[src/rtl/dice_pkg.sv]
// rtl/dice_pkg.sv - shared constants, state enum and segment decoder for multi_dice
//
// Purpose : LFSR seed and Galois tap mask, FSM state type, face-to-segment map.
// Ports   : none (package).

package dice_pkg;

  // Seed loaded on reset; any non-zero value keeps the LFSR out of its lock-up state.
  localparam logic [15:0] LFSR_SEED = 16'h00DA;

  // Right-shifting Galois form of x^16+x^14+x^13+x^11+1.
  localparam logic [15:0] LFSR_TAPS = 16'hB400;

  typedef enum logic {
    ST_IDLE    = 1'b0,
    ST_ROLLING = 1'b1
  } state_t;

  // Segment pattern for a face value, bits g..a, active-high.
  function automatic logic [6:0] face_to_seg(input logic [3:0] face);
    logic [6:0] seg;
    case (face)
      4'd1:    seg = 7'b0000110;
      4'd2:    seg = 7'b1011011;
      4'd3:    seg = 7'b1001111;
      4'd4:    seg = 7'b1100110;
      4'd5:    seg = 7'b1101101;
      4'd6:    seg = 7'b1111100;
      4'd7:    seg = 7'b0000111;
      4'd8:    seg = 7'b1111111;
      default: seg = 7'b0000000;
    endcase
    return seg;
  endfunction

endpackage

[src/rtl/dice_lfsr16.sv]
// rtl/dice_lfsr16.sv - free-running 16-bit Galois LFSR
//
// Purpose : pseudo-random source, advances one step on every non-reset clock.
// Ports   : i_clk   - clock, rising edge
//           RST     - asynchronous active-high reset, loads LFSR_SEED
//           o_state - current LFSR contents (value before the next step)

module dice_lfsr16
  import dice_pkg::*;
(
  input  logic        i_clk,
  input  logic        RST,
  output logic [15:0] o_state
);

  logic [15:0] r_state;

  always_ff @(posedge i_clk or posedge RST) begin
    if (RST) begin
      r_state <= LFSR_SEED;
    end else begin
      r_state <= {1'b0, r_state[15:1]} ^ (r_state[0] ? LFSR_TAPS : 16'h0000);
    end
  end

  assign o_state = r_state;

endmodule

[src/rtl/multi_dice.sv]
// rtl/multi_dice.sv - N-die electronic dice with slowing roll animation
//
// Purpose : on ROLL, animates the dice with face updates whose spacing grows
//           by one cycle per update, from DIV_START until the divider reaches
//           DIV_END, then shows the final faces with DONE set.
// Ports   : i_clk - clock, rising edge
//           RST   - asynchronous active-high reset
//           ROLL  - level request to start/restart a roll
//           HOLD  - per-die hold, present only when DICE_HOLD_EN is defined
//           SEG   - 7-segment pattern per die, die i on [7i+6:7i], bit0 = seg a
//           BUSY  - high while the roll animates
//           DONE  - decimal point, high when the faces are final
// Macro   : DICE_HOLD_EN adds the HOLD input.

module multi_dice
  import dice_pkg::*;
#(
  parameter int N_DICE    = 2,
  parameter int FACES     = 6,
  parameter int DIV_START = 2,
  parameter int DIV_END   = 160
) (
  input  logic                  i_clk,
  input  logic                  RST,
  input  logic                  ROLL,
`ifdef DICE_HOLD_EN
  input  logic [N_DICE-1:0]     HOLD,
`endif
  output logic [7*N_DICE-1:0]   SEG,
  output logic                  BUSY,
  output logic                  DONE
);

  localparam logic [7:0] DIV_START_L = 8'(DIV_START);
  localparam logic [7:0] DIV_END_L   = 8'(DIV_END);
  localparam logic [3:0] FACES_L     = 4'(FACES);
  localparam logic [6:0] SEG_ONE     = face_to_seg(4'd1);

  // Maps a 3-bit raw value onto 1..FACES. One subtraction gives r-FACES+1;
  // the extra passes only matter for FACES < 4, where a single wrap would
  // still leave the value above FACES.
  function automatic logic [3:0] raw_to_face(input logic [2:0] raw);
    logic [3:0] v;
    v = {1'b0, raw};
    for (int k = 0; k < 4; k++) begin
      if (v >= FACES_L) v = v - FACES_L;
    end
    return v + 4'd1;
  endfunction

  logic [15:0]          w_lfsr;
  logic [N_DICE-1:0]    w_hold;
  logic [7*N_DICE-1:0]  w_seg_next;
  logic [7:0]           w_cnt_inc;
  logic [7:0]           w_div_inc;
  logic                 w_unused_lfsr;

  state_t               r_state;
  logic [7:0]           r_cnt;
  logic [7:0]           r_div;
  logic [7*N_DICE-1:0]  r_seg;
  logic                 r_busy;
  logic                 r_done;

  dice_lfsr16 u_lfsr (
    .i_clk   (i_clk),
    .RST     (RST),
    .o_state (w_lfsr)
  );

`ifdef DICE_HOLD_EN
  assign w_hold = HOLD;
`else
  assign w_hold = '0;
`endif

  // Only three bits per die are consumed; the rest of the LFSR is left over.
  assign w_unused_lfsr = ^w_lfsr;

  assign w_cnt_inc = r_cnt + 8'd1;
  assign w_div_inc = r_div + 8'd1;

  // Candidate segment word for this edge's face update; held dice keep their pattern.
  always_comb begin
    w_seg_next = r_seg;
    for (int i = 0; i < N_DICE; i++) begin
      if (!w_hold[i]) begin
        w_seg_next[7*i +: 7] = face_to_seg(raw_to_face(w_lfsr[4*i +: 3]));
      end
    end
  end

  always_ff @(posedge i_clk or posedge RST) begin
    if (RST) begin
      r_state <= ST_IDLE;
      r_cnt   <= 8'd0;
      r_div   <= DIV_END_L;
      r_seg   <= {N_DICE{SEG_ONE}};
      r_busy  <= 1'b0;
      r_done  <= 1'b1;
    end else if (ROLL) begin
      // A request wins over any update due on the same edge.
      r_state <= ST_ROLLING;
      r_cnt   <= 8'd0;
      r_div   <= DIV_START_L;
      r_busy  <= 1'b1;
      r_done  <= 1'b0;
    end else begin
      case (r_state)
        ST_ROLLING: begin
          if (w_cnt_inc == r_div) begin
            r_seg <= w_seg_next;
            r_cnt <= 8'd0;
            r_div <= w_div_inc;
            if (w_div_inc == DIV_END_L) begin
              r_state <= ST_IDLE;
              r_busy  <= 1'b0;
              r_done  <= 1'b1;
            end
          end else begin
            r_cnt <= w_cnt_inc;
          end
        end
        default: begin
        end
      endcase
    end
  end

  assign SEG  = r_seg;
  assign BUSY = r_busy;
  assign DONE = r_done;

endmodule

[config.mk]
export PLATFORM = sky130hd
export DESIGN_NAME = multi_dice
export DESIGN_NICKNAME = d
export VERILOG_FILES = /design/src/rtl/dice_pkg.sv /design/src/rtl/dice_lfsr16.sv /design/src/rtl/multi_dice.sv
export SDC_FILE = /design/constraint.sdc
export NUM_CORES = 1
export LEC_CHECK = 0
export ABC_AREA = 1
export BUFFER_PORTS_ARGS = -buffer_cell sky130_fd_sc_hd__buf_4
export CAP_MARGIN = 20
export CORE_ASPECT_RATIO = 0.75
export CORE_UTILIZATION = 55
export CTS_CLUSTER_SIZE = 30
export DETAILED_ROUTE_END_ITERATION = 16
export GPL_TIMING_DRIVEN = 0
export PLACE_DENSITY = 0.74
export SLEW_MARGIN = 20
export SYNTH_ARGS = -nofsm -noshare
export SYNTH_HDL_FRONTEND = slang
export SYNTH_HIERARCHICAL = 1
export SYNTH_SLANG_ARGS = --single-unit
[constraint.sdc]
create_clock -name i_clk -period 6.7 [get_ports i_clk]
set_clock_uncertainty 0.05 [all_clocks]
set_input_delay 1.005 -clock i_clk [delete_from_list [all_inputs] [get_ports i_clk]]
set_output_delay 1.005 -clock i_clk [all_outputs]
set_load 0.05 [all_outputs]
# Yosys cells after proc, flatten, opt, wreduce, memory -nomap -nowiden
# Memory sizes are Yosys's and may differ from the RTL's. A register that Yosys moved wholly into a read port is not among the register bits.
# Cells that the tools add are included.
[op_classes]
order_cmp = 8
eq_ne = 2
bitwise_logic = 2
n_reduce_logical = 6
add_sub_neg = 12
mux = 27
[ops]
columns = ["op", "n"]
rows = [
  ["two-way mux 8 bit", 6],
  ["two-way mux 4 bit", 8],
  ["greater-or-equal comparator 4 x 3 -> 1 bit (second input constant)", 6],
  ["subtractor 4 x 3 -> 4 bit (second input constant)", 6],
  ["adder 8 x 1 -> 8 bit (second input constant)", 2],
  ["two-way mux 16 bit", 1],
  ["bitwise XOR 15 x 16 -> 16 bit", 1],
  ["two-way mux 1 bit", 12],
  ["adder 4 x 1 -> 4 bit (second input constant)", 2],
  ["equality test 8 bit", 1],
  ["equality test 8 bit (second input constant)", 1],
  ["subtractor 3 x 3 -> 4 bit (second input constant)", 2],
  ["greater-or-equal comparator 3 bit (second input constant)", 2],
  ["AND reduction 3 bit", 2],
  ["nonzero test 2 bit", 3],
  ["AND reduction 2 bit", 1],
  ["inverter 1 bit", 1],
]
[totals]
output_inout_bits = 16
mem_bits_ro = 224
in_bits = 3
memories = 2
register_bits = 35
elab_cells = 65
[memory_table]
columns = ["memory", "depth", "width", "read_ports", "rd_ports_with_merged_regs", "write_ports", "line_no", "source"]
rows = [
  ["(name not given)", 16, 7, 1, 1, 0, "dice_pkg.sv:22", "case (face)"],
  ["(name not given)", 16, 7, 1, 1, 0, "dice_pkg.sv:22", ""],
]

# Longest topological paths before layout
# Gate-level depths: netlist of the first run.
[logic_depth]
word_depth = 9
mapped_depth = 30
depth_no_buf = 30

# By module
# Netlist of the first run, hierarchy kept.
[by_module_without_submodules]
columns = ["module", "cells_per_inst", "n_inst", "area_per_inst_um2", "seq_area_each_um2"]
rows = [
  ["multi_dice", 321, 1, 2322.2, 834.6],
  ["dice_lfsr16", 30, 1, 459.2, 406.6],
]

# Worst setup path before layout of the first run
# No wires, ideal clock.
[synth_timing]
path_kind = "reg-to-reg"
start = "register u_lfsr.r_state[6], in the netlist u_lfsr/o_state[6]"
end = "register r_seg[10], in the netlist SEG[10]"
arrival_ns = 3.095
stages_incl_launch_ff = 27
period_less_slack_ns = 3.263
path_buffers = 0
setup_slack_ns = 3.437
t_required_ns = 6.532
setup_time_ns = 0.118
path_cell_list = "dfstp_2 > inv_1 > ha_1 > nand2_1 > inv_1 > nor2_2 > ha_1 > nand2_1 > nand3_1 > nand2_1 > nand2_1 > inv_1 > ha_1 > inv_1 > o21ai_0 > nand3_1 > nand2_1 > nand2_1 > nand2_1 > inv_1 > ha_1 > xnor2_1 > inv_1 > nand4_1 > nand3_1 > nand2_1 > nand2_1"
[synth_via]
elab_chain_cells = 9
elab_cells_between_ends = 13
classes_between = "add/sub: 5; order compare: 4; mux: 4"
[synth_rtl]
columns = ["element", "line_no", "source"]
rows = [
  ["start: declaration", "dice_lfsr16.sv:16", "logic [15:0] r_state;"],
  ["start signal: assignment", "dice_lfsr16.sv:22", "r_state <= {1'b0, r_state[15:1]} ^ (r_state[0] ? LFSR_TAPS : 16'h0000);"],
  ["subtractor 3 x 3 -> 4 bit / greater-or-equal comparator 3 bit (equally long branches)", "multi_dice.sv:46", "if (v >= FACES_L) v = v - FACES_L;"],
  ["two-way mux 4 bit *", "multi_dice.sv:46", ""],
  ["subtractor 4 x 3 -> 4 bit / greater-or-equal comparator 4 x 3 -> 1 bit (equally long branches)", "multi_dice.sv:46", ""],
  ["two-way mux 4 bit *", "multi_dice.sv:46", ""],
  ["subtractor 4 x 3 -> 4 bit / greater-or-equal comparator 4 x 3 -> 1 bit (equally long branches)", "multi_dice.sv:46", ""],
  ["two-way mux 4 bit *", "multi_dice.sv:46", ""],
  ["subtractor 4 x 3 -> 4 bit / greater-or-equal comparator 4 x 3 -> 1 bit (equally long branches)", "multi_dice.sv:46", ""],
  ["two-way mux 4 bit *", "multi_dice.sv:46", ""],
  ["adder 4 x 1 -> 4 bit *", "multi_dice.sv:48", "return v + 4'd1;"],
  ["end: declaration", "multi_dice.sv:61", "logic [7*N_DICE-1:0] r_seg;"],
]
# Mark *: on every way between the ends. The rest lies on a longest branch, timed or not.
# A chain may end at the register's enable or synchronous reset.

# Worst setup path in the final report of the first run
# Same ends and word-level chain as after synthesis.

==> qor.yml, run 1 <==
outcome:
  outcome: "finished with violations"
  violations: "DRC"
timing:
  max_clock_freq_mhz: 265
  fin_ws_ns: 2.92
  period_needed_ns: 3.78
  worstMarginPinSlew_ns: 0.685
  rsz0062_at_grt: "false"
  final.setup.tns_ns: 0
  post-route-period-util: 0.564
  finalHoldViolations: 0
  maxSlewViolCount: 0
  slew_headroom: 0.542
  finalSetupViolations: 0
drt:
  vias: 2199
  drc: 2
  firstDrtPassIters: 10
  initialDrtViolationCount: 104
  via_per_inst: 5.03
  drt-total-wl_mm: 5.17
  wl_per_cell_um: 11.8
  drtAntennaViolNets: 0
worst_setup_path:
  r2r_slack_ns: 2.92
  end_kind: "flip-flop"
  startpoint_type: "flip-flop"
  criticalPathCategory: "reg2reg"
  cp_max_fo: 5
  r2r_cells: 25
  cp_top_family: "simple AND/OR/NAND/NOR gates"
  cp.depth: 25
  cp_slowest_stage_delay_ns: 0.57
  crit_arrival_ns: 3.94
  crit_required_ns: 6.86
  cp_num_buf_inv: 6
  worst_path_max_delay_cell: "dfstp_2"
  crit_top_cell: "nand2_1"
die:
  row_count: 22
  die_y_um: 63.6
  core_um2: 4870
  pin_count: 19
  die-area_um2: 5350
  start_util: 0.571
  fp.dieW_um: 84.1
yosys:
  netlist_area_um2: 2780
  post-synth-top-count-cell: "nand2_1"
  ys_async_sr_fraction: 1.00
  syn_nets: 368
  yosys.area.top_type_share: 0.333
  yosysWarnings: 6
  synthTopCellsByCount: "nand2_1 (109), inv_1 (52), dfrtp_1 (37), nor2_1 (27), nand3_1 (26)"
  synth.largest_area_cell: "dfrtp_1"
  synth_area_leaders: "dfrtp_1 (33%), nand2_1 (15%), dfstp_2 (11%)"
  yosys_register_bits: 49
  avgSynthCellArea_um2: 7.92
  syn_inst: 351
  synth-edff-count: 0
  synth_flop_cell: "dfrtp_1"
  ys_seq_area_frac: 0.446
  synth_cell_types: 35
global_route:
  grt_use_total: 0.222
  antenna_found_initial: 0
  grt_pass1_vias: 2142
  grt_overflow: 0
  grt_pass1_wl_mm: 9.38
  grt_max_degree: 34
hold_path:
  min_path_cells: 0
  hp-class: "reg2reg"
power:
  ir_worst_vdd_v: 0.000183
  p_leak_nw: 1.65
  total_power_mw: 0.805
  power_density_nw_per_um2: 259
placed_design:
  dpl_worst_slack_ns: 3.01
  io_buffers: 18
  gp_congestion: 0.836
  place_inst: 429
  dp_hpwl_mm: 3.81
clock_network:
  cts_buffers: 5
  cts_buffer_depth: 2
  cts_tree: "built"
  htree_levels: 2
  clock_latency_ns: 0.31
  cts_resized: 0
  cts_sinks: 49
  cts_root_buf: "clkbuf_8"
  path_clk_slew_ns: 0.10
  hold_buffers: 0
  cts_setup_buffers: 0
cells_and_area:
  fillers: 427
  fin_util: 0.638
  instances_no_fill: 437
  insertedDiodeCount: 0
  areaGrowthSynthToFinish_pct: 11.8
  drive_gt1_frac: 0.162
  nets: 393
run:
  drv_cap: 0
kinds of logic (layout without fill, tap and decap cells):
family                     count (synthesis)  count (layout)  synth area share
xor gates and xnor gates                  15              15            0.0499
adders and majority gates                 14              14            0.0630
AOI/OAI and AO/OA                         32              32            0.0684
DFF                                       49              49             0.446
buffers and inverters                     60              86            0.0873
and+or+nand+nor                          181             181             0.285
final timing paths:
check	startpoint	endpoint
setup / recovery	u_lfsr/o_state[6]$_DFF_PP1_	SEG[10]$_DFFE_PP0P_
max in group asynchronous	RST	r_div[3]$_DFFE_PP0P_
hold / removal	u_lfsr/o_state[7]$_DFF_PP1_	u_lfsr/o_state[6]$_DFF_PP1_
min in group asynchronous	RST	u_lfsr/o_state[14]$_DFF_PP0_
setup reg to reg	u_lfsr/o_state[6]$_DFF_PP1_	SEG[10]$_DFFE_PP0P_
hold reg to reg	u_lfsr/o_state[7]$_DFF_PP1_	u_lfsr/o_state[6]$_DFF_PP1_
per-stage QoR:
stage | area [µm²] | hold WS, ns
6_report | 3110 | 0.308
5_1_grt | 3110 | 0.321
4_1_cts | 3110 | 0.311
3_5_place_dp | 2990 | 0.286
3_3_place_gp | 2990 | 0.285
2_1_floorplan | 2780 | 0.281
power breakdown:
| part | leakage [nW] | internal, mW | total [mW] | switching, mW |
|---|---|---|---|---|
| Clock | 0.0603 | 0.114 | 0.220 | 0.106 |
| Combinational | 0.970 | 0.0780 | 0.232 | 0.154 |
| Sequential | 0.619 | 0.330 | 0.353 | 0.0232 |
area by class of cell:
cell class / instances / area (µm²) / share of cell area
plain buffers: 4 / 30.0 / 0.00965
clock buffers: 5 / 68.8 / 0.0221
well taps: 60 / 75.1 / 0.0241
flip-flops and latches: 49 / 1240 / 0.399
repair buffers: 18 / 135 / 0.0434
inverters: 56 / 213 / 0.0684
multi-input cells: 242 / 1300 / 0.417
clock inverters: 3 / 50.0 / 0.0161
flip-flops by register name, indices dropped and copies added, names as in the netlist:
register	flops
u_lfsr/o_state	16
SEG	14
r_cnt	8
r_div	8
BUSY	1
DONE	1
r_state	1
per-layer routing:
| metal | global-route usage | share of wire | up-vias |
|---|---|---|---|
| met1 | 0.306 | 0.52 | 1018 |
| met2 | 0.360 | 0.43 | 38 |
| li1 | - | - | 1137 |
| met3 | 0.0367 | 0.038 | 6 |
| met4 | 0.0690 | 0.012 | 0 |
| met5 | 0 | 0 | - |
worst register-to-register path, cell delays in order, from the launching register on:
cell,delay [ns]
dfstp_2,0.57
inv_1,0.06
ha_1,0.26
nand2_1,0.09
inv_1,0.06
nor2_2,0.11
ha_1,0.19
nand2_1,0.07
o21ai_0,0.11
nand2_1,0.14
inv_1,0.08
ha_1,0.16
inv_1,0.06
o21ai_0,0.22
nand3_1,0.20
nand2_1,0.11
nand2_1,0.06
nand2_1,0.10
inv_1,0.09
ha_1,0.29
xnor2_1,0.22
inv_1,0.07
nand4_1,0.09
nand3_1,0.09
nand2_1,0.06
nand2_1,0.05
layout by cell type, fill, tap and decap left out, types with 2 or more instances in the layout:
master / netlist / final
nand2_1: 109 / 109
inv_1: 52 / 51
dfrtp_1: 37 / 37
nor2_1: 27 / 27
nand3_1: 26 / 26
buf_4: 2 / 20
ha_1: 14 / 14
dfstp_2: 12 / 12
o21ai_0: 12 / 12
xor2_1: 12 / 12
o21ai_1: 9 / 9
nand4_1: 6 / 6
clkbuf_8: 0 / 5
nor2_2: 3 / 3
inv_2: 2 / 3
nand2_2: 3 / 3
a21oi_1: 3 / 3
o21a_1: 2 / 2
o31ai_1: 2 / 2
xnor2_1: 2 / 2
Power figures use the tool's default switching activity.
==> run 2: changes to the inputs <==
- clock period: 6.7 -> 3.7 ns (I/O delays scaled with it)
==> run 2 against run 1 <==
The flow still finishes with violations (DRC). Count of clock-buffer cells in the layout is the same. First-iteration DRC count grew 15%. Largest power group unchanged. Routed wire length grew 3.7%. Combinational power grew 81%. Clock power grew 80%. Setup slack lost 2.7 ns. Core utilization grew 2.9 points. Cell count grew 1.1%. Flip-flop and latch count is the same. Die area is the same. Final area grew 4.5%.
==> qor.yml, run 2 (same netlist as run 1, synthesis figures left out) <==
clock_network:
  htree_levels: 2
  cts_tree: "built"
  cts_root_buf: "clkbuf_8"
  clock_latency_ns: 0.30
  hold_buffers: 0
  cts_buffers: 5
  path_clk_slew_ns: 0.09
  cts_buffer_depth: 2
  cts_sinks: 49
timing:
  finalHoldViolations: 0
  worstMarginPinSlew_ns: 0.689
  final.setup.tns_ns: 0
  maxSlewViolCount: 0
  whs_ns: 0.256
  post-route-period-util: 0.943
  finalSetupViolations: 0
  slew_headroom: 0.540
  max_clock_freq_mhz: 287
  period_needed_ns: 3.49
worst_setup_path:
  end_kind: "flip-flop"
  startpoint_type: "flip-flop"
  worst_path_max_delay_cell: "dfstp_2"
  crit_top_cell: "nand2_2"
  cp_num_buf_inv: 7
  crit_required_ns: 3.86
  cp_max_fo: 4
  cp_slowest_stage_delay_ns: 0.57
  criticalPathCategory: "reg2reg"
  crit_arrival_ns: 3.65
  cp_top_family: "simple AND/OR/NAND/NOR gates"
placed_design:
  dp_hpwl_mm: 3.81
  gp_congestion: 0.836
  place_inst: 429
  io_buffers: 18
cells_and_area:
  instances_no_fill: 442
  nets: 398
  insertedDiodeCount: 0
  drive_gt1_frac: 0.225
  largest_reg_flops: 16
  areaGrowthSynthToFinish_pct: 16.9
  layout_commonest_cell: "nand2_1"
  final_cell_mix: "nand2_1 (101), inv_1 (48), dfrtp_1 (37), nor2_1 (27), buf_4 (25)"
  fin_util: 0.667
outcome:
  violations: "DRC"
  outcome: "finished with violations"
die:
  fp.dieW_um: 84.1
  die-area_um2: 5350
  die_y_um: 63.6
  core_um2: 4870
  start_util: 0.571
  row_count: 22
  pin_count: 19
run:
  drv_cap: 0
global_route:
  grt_pass1_vias: 2152
  antenna_found_initial: 0
  grt_use_total: 0.222
  grt_pass1_wl_mm: 9.40
  grt_overflow: 0
  grt_max_degree: 34
hold_path:
  hp-class: "in2async"
power:
  pwr-share-comb: 0.289
  power_density_nw_per_um2: 448
  pwr-share-clk: 0.272
  p_leak_nw: 1.68
  ir_worst_vdd_v: 0.000332
  swShare: 0.350
  p_switching_mw: 0.510
  p_seq_frac: 0.439
  p_int_mw: 0.946
drt:
  wl_per_cell_um: 12.1
  vias: 2255
  drtAntennaViolNets: 0
  via_per_inst: 5.10
  drc: 2
  drt-total-wl_mm: 5.36
  initialDrtViolationCount: 120
  firstDrtPassIters: 10
run 2: changes by cell type in the layout (fill, tap and decap cells not counted), moves of 3 or more:
cell     before  now
nand2_2       3   10
ha_4          0    3
buf_4        20   25
ha_1         14    9
inv_1        51   48
nand2_1     109  101
run 2: path summary, 6_finish.rpt:
| kind | end | slack, ns | cells past startpoint | startpoint |
|---|---|---|---|---|
| min reg2reg | u_lfsr/o_state[6]$_DFF_PP1_ | 0.31 | 0 | u_lfsr/o_state[7]$_DFF_PP1_ |
| min | u_lfsr/o_state[14]$_DFF_PP0_ | 0.26 | 2 | RST |
| max | SEG[10]$_DFFE_PP0P_ | 0.21 | 28 | u_lfsr/o_state[6]$_DFF_PP1_ |
| max in group asynchronous | r_cnt[1]$_DFFE_PP0P_ | 2.85 | 2 | RST |
| max reg2reg | SEG[10]$_DFFE_PP0P_ | 0.21 | 28 | u_lfsr/o_state[6]$_DFF_PP1_ |
| min in group i_clk | u_lfsr/o_state[6]$_DFF_PP1_ | 0.31 | 0 | u_lfsr/o_state[7]$_DFF_PP1_ |
run 2: layer usage:
metal	vias to the layer above	wire, µm	GRT usage
li1	1151	-	-
met1	1053	2690	0.306
met2	45	2370	0.361
met3	6	257	0.0367
met4	0	51	0.0690
met5	-	0	0
run 2: final cells by class:
type | instances | area, µm²
Fill cell | 412 | 1620
Buffer | 4 | 30.0
Clock inverter | 3 | 50.0
Timing Repair Buffer | 23 | 173
Sequential cell | 49 | 1240
Multi-Input combinational cell | 242 | 1400
Clock buffer | 5 | 68.8
Tap cell | 60 | 75.1
Inverter | 56 | 215
run 2: metrics by stage:
step	cell area (µm²)	power, mW	setup slack (ns)
after global placement	2990	1.06	0.154
after detailed placement	2990	1.07	0.00777
after CTS	3130	1.47	0.0215
final	3250	1.46	0.212
after floorplan	2780	0.967	0.437
after global routing	3250	1.54	-0.0591
run 2: power by group through the flow:
stage | combinational (mW) | sequential (mW) | clock, mW
5_1_grt | 0.469 | 0.648 | 0.427
3_5_place_dp | 0.422 | 0.649 | 0
3_3_place_gp | 0.417 | 0.647 | 0
2_1_floorplan | 0.224 | 0.742 | 0
4_1_cts | 0.424 | 0.640 | 0.410
6_report | 0.420 | 0.639 | 0.396
run 2: repair_timing:
item	4_1_cts	5_1_grt
pin swaps	2	12
buffers inserted	2	3
resized for setup	0	26
setup endpoints to repair	4	7
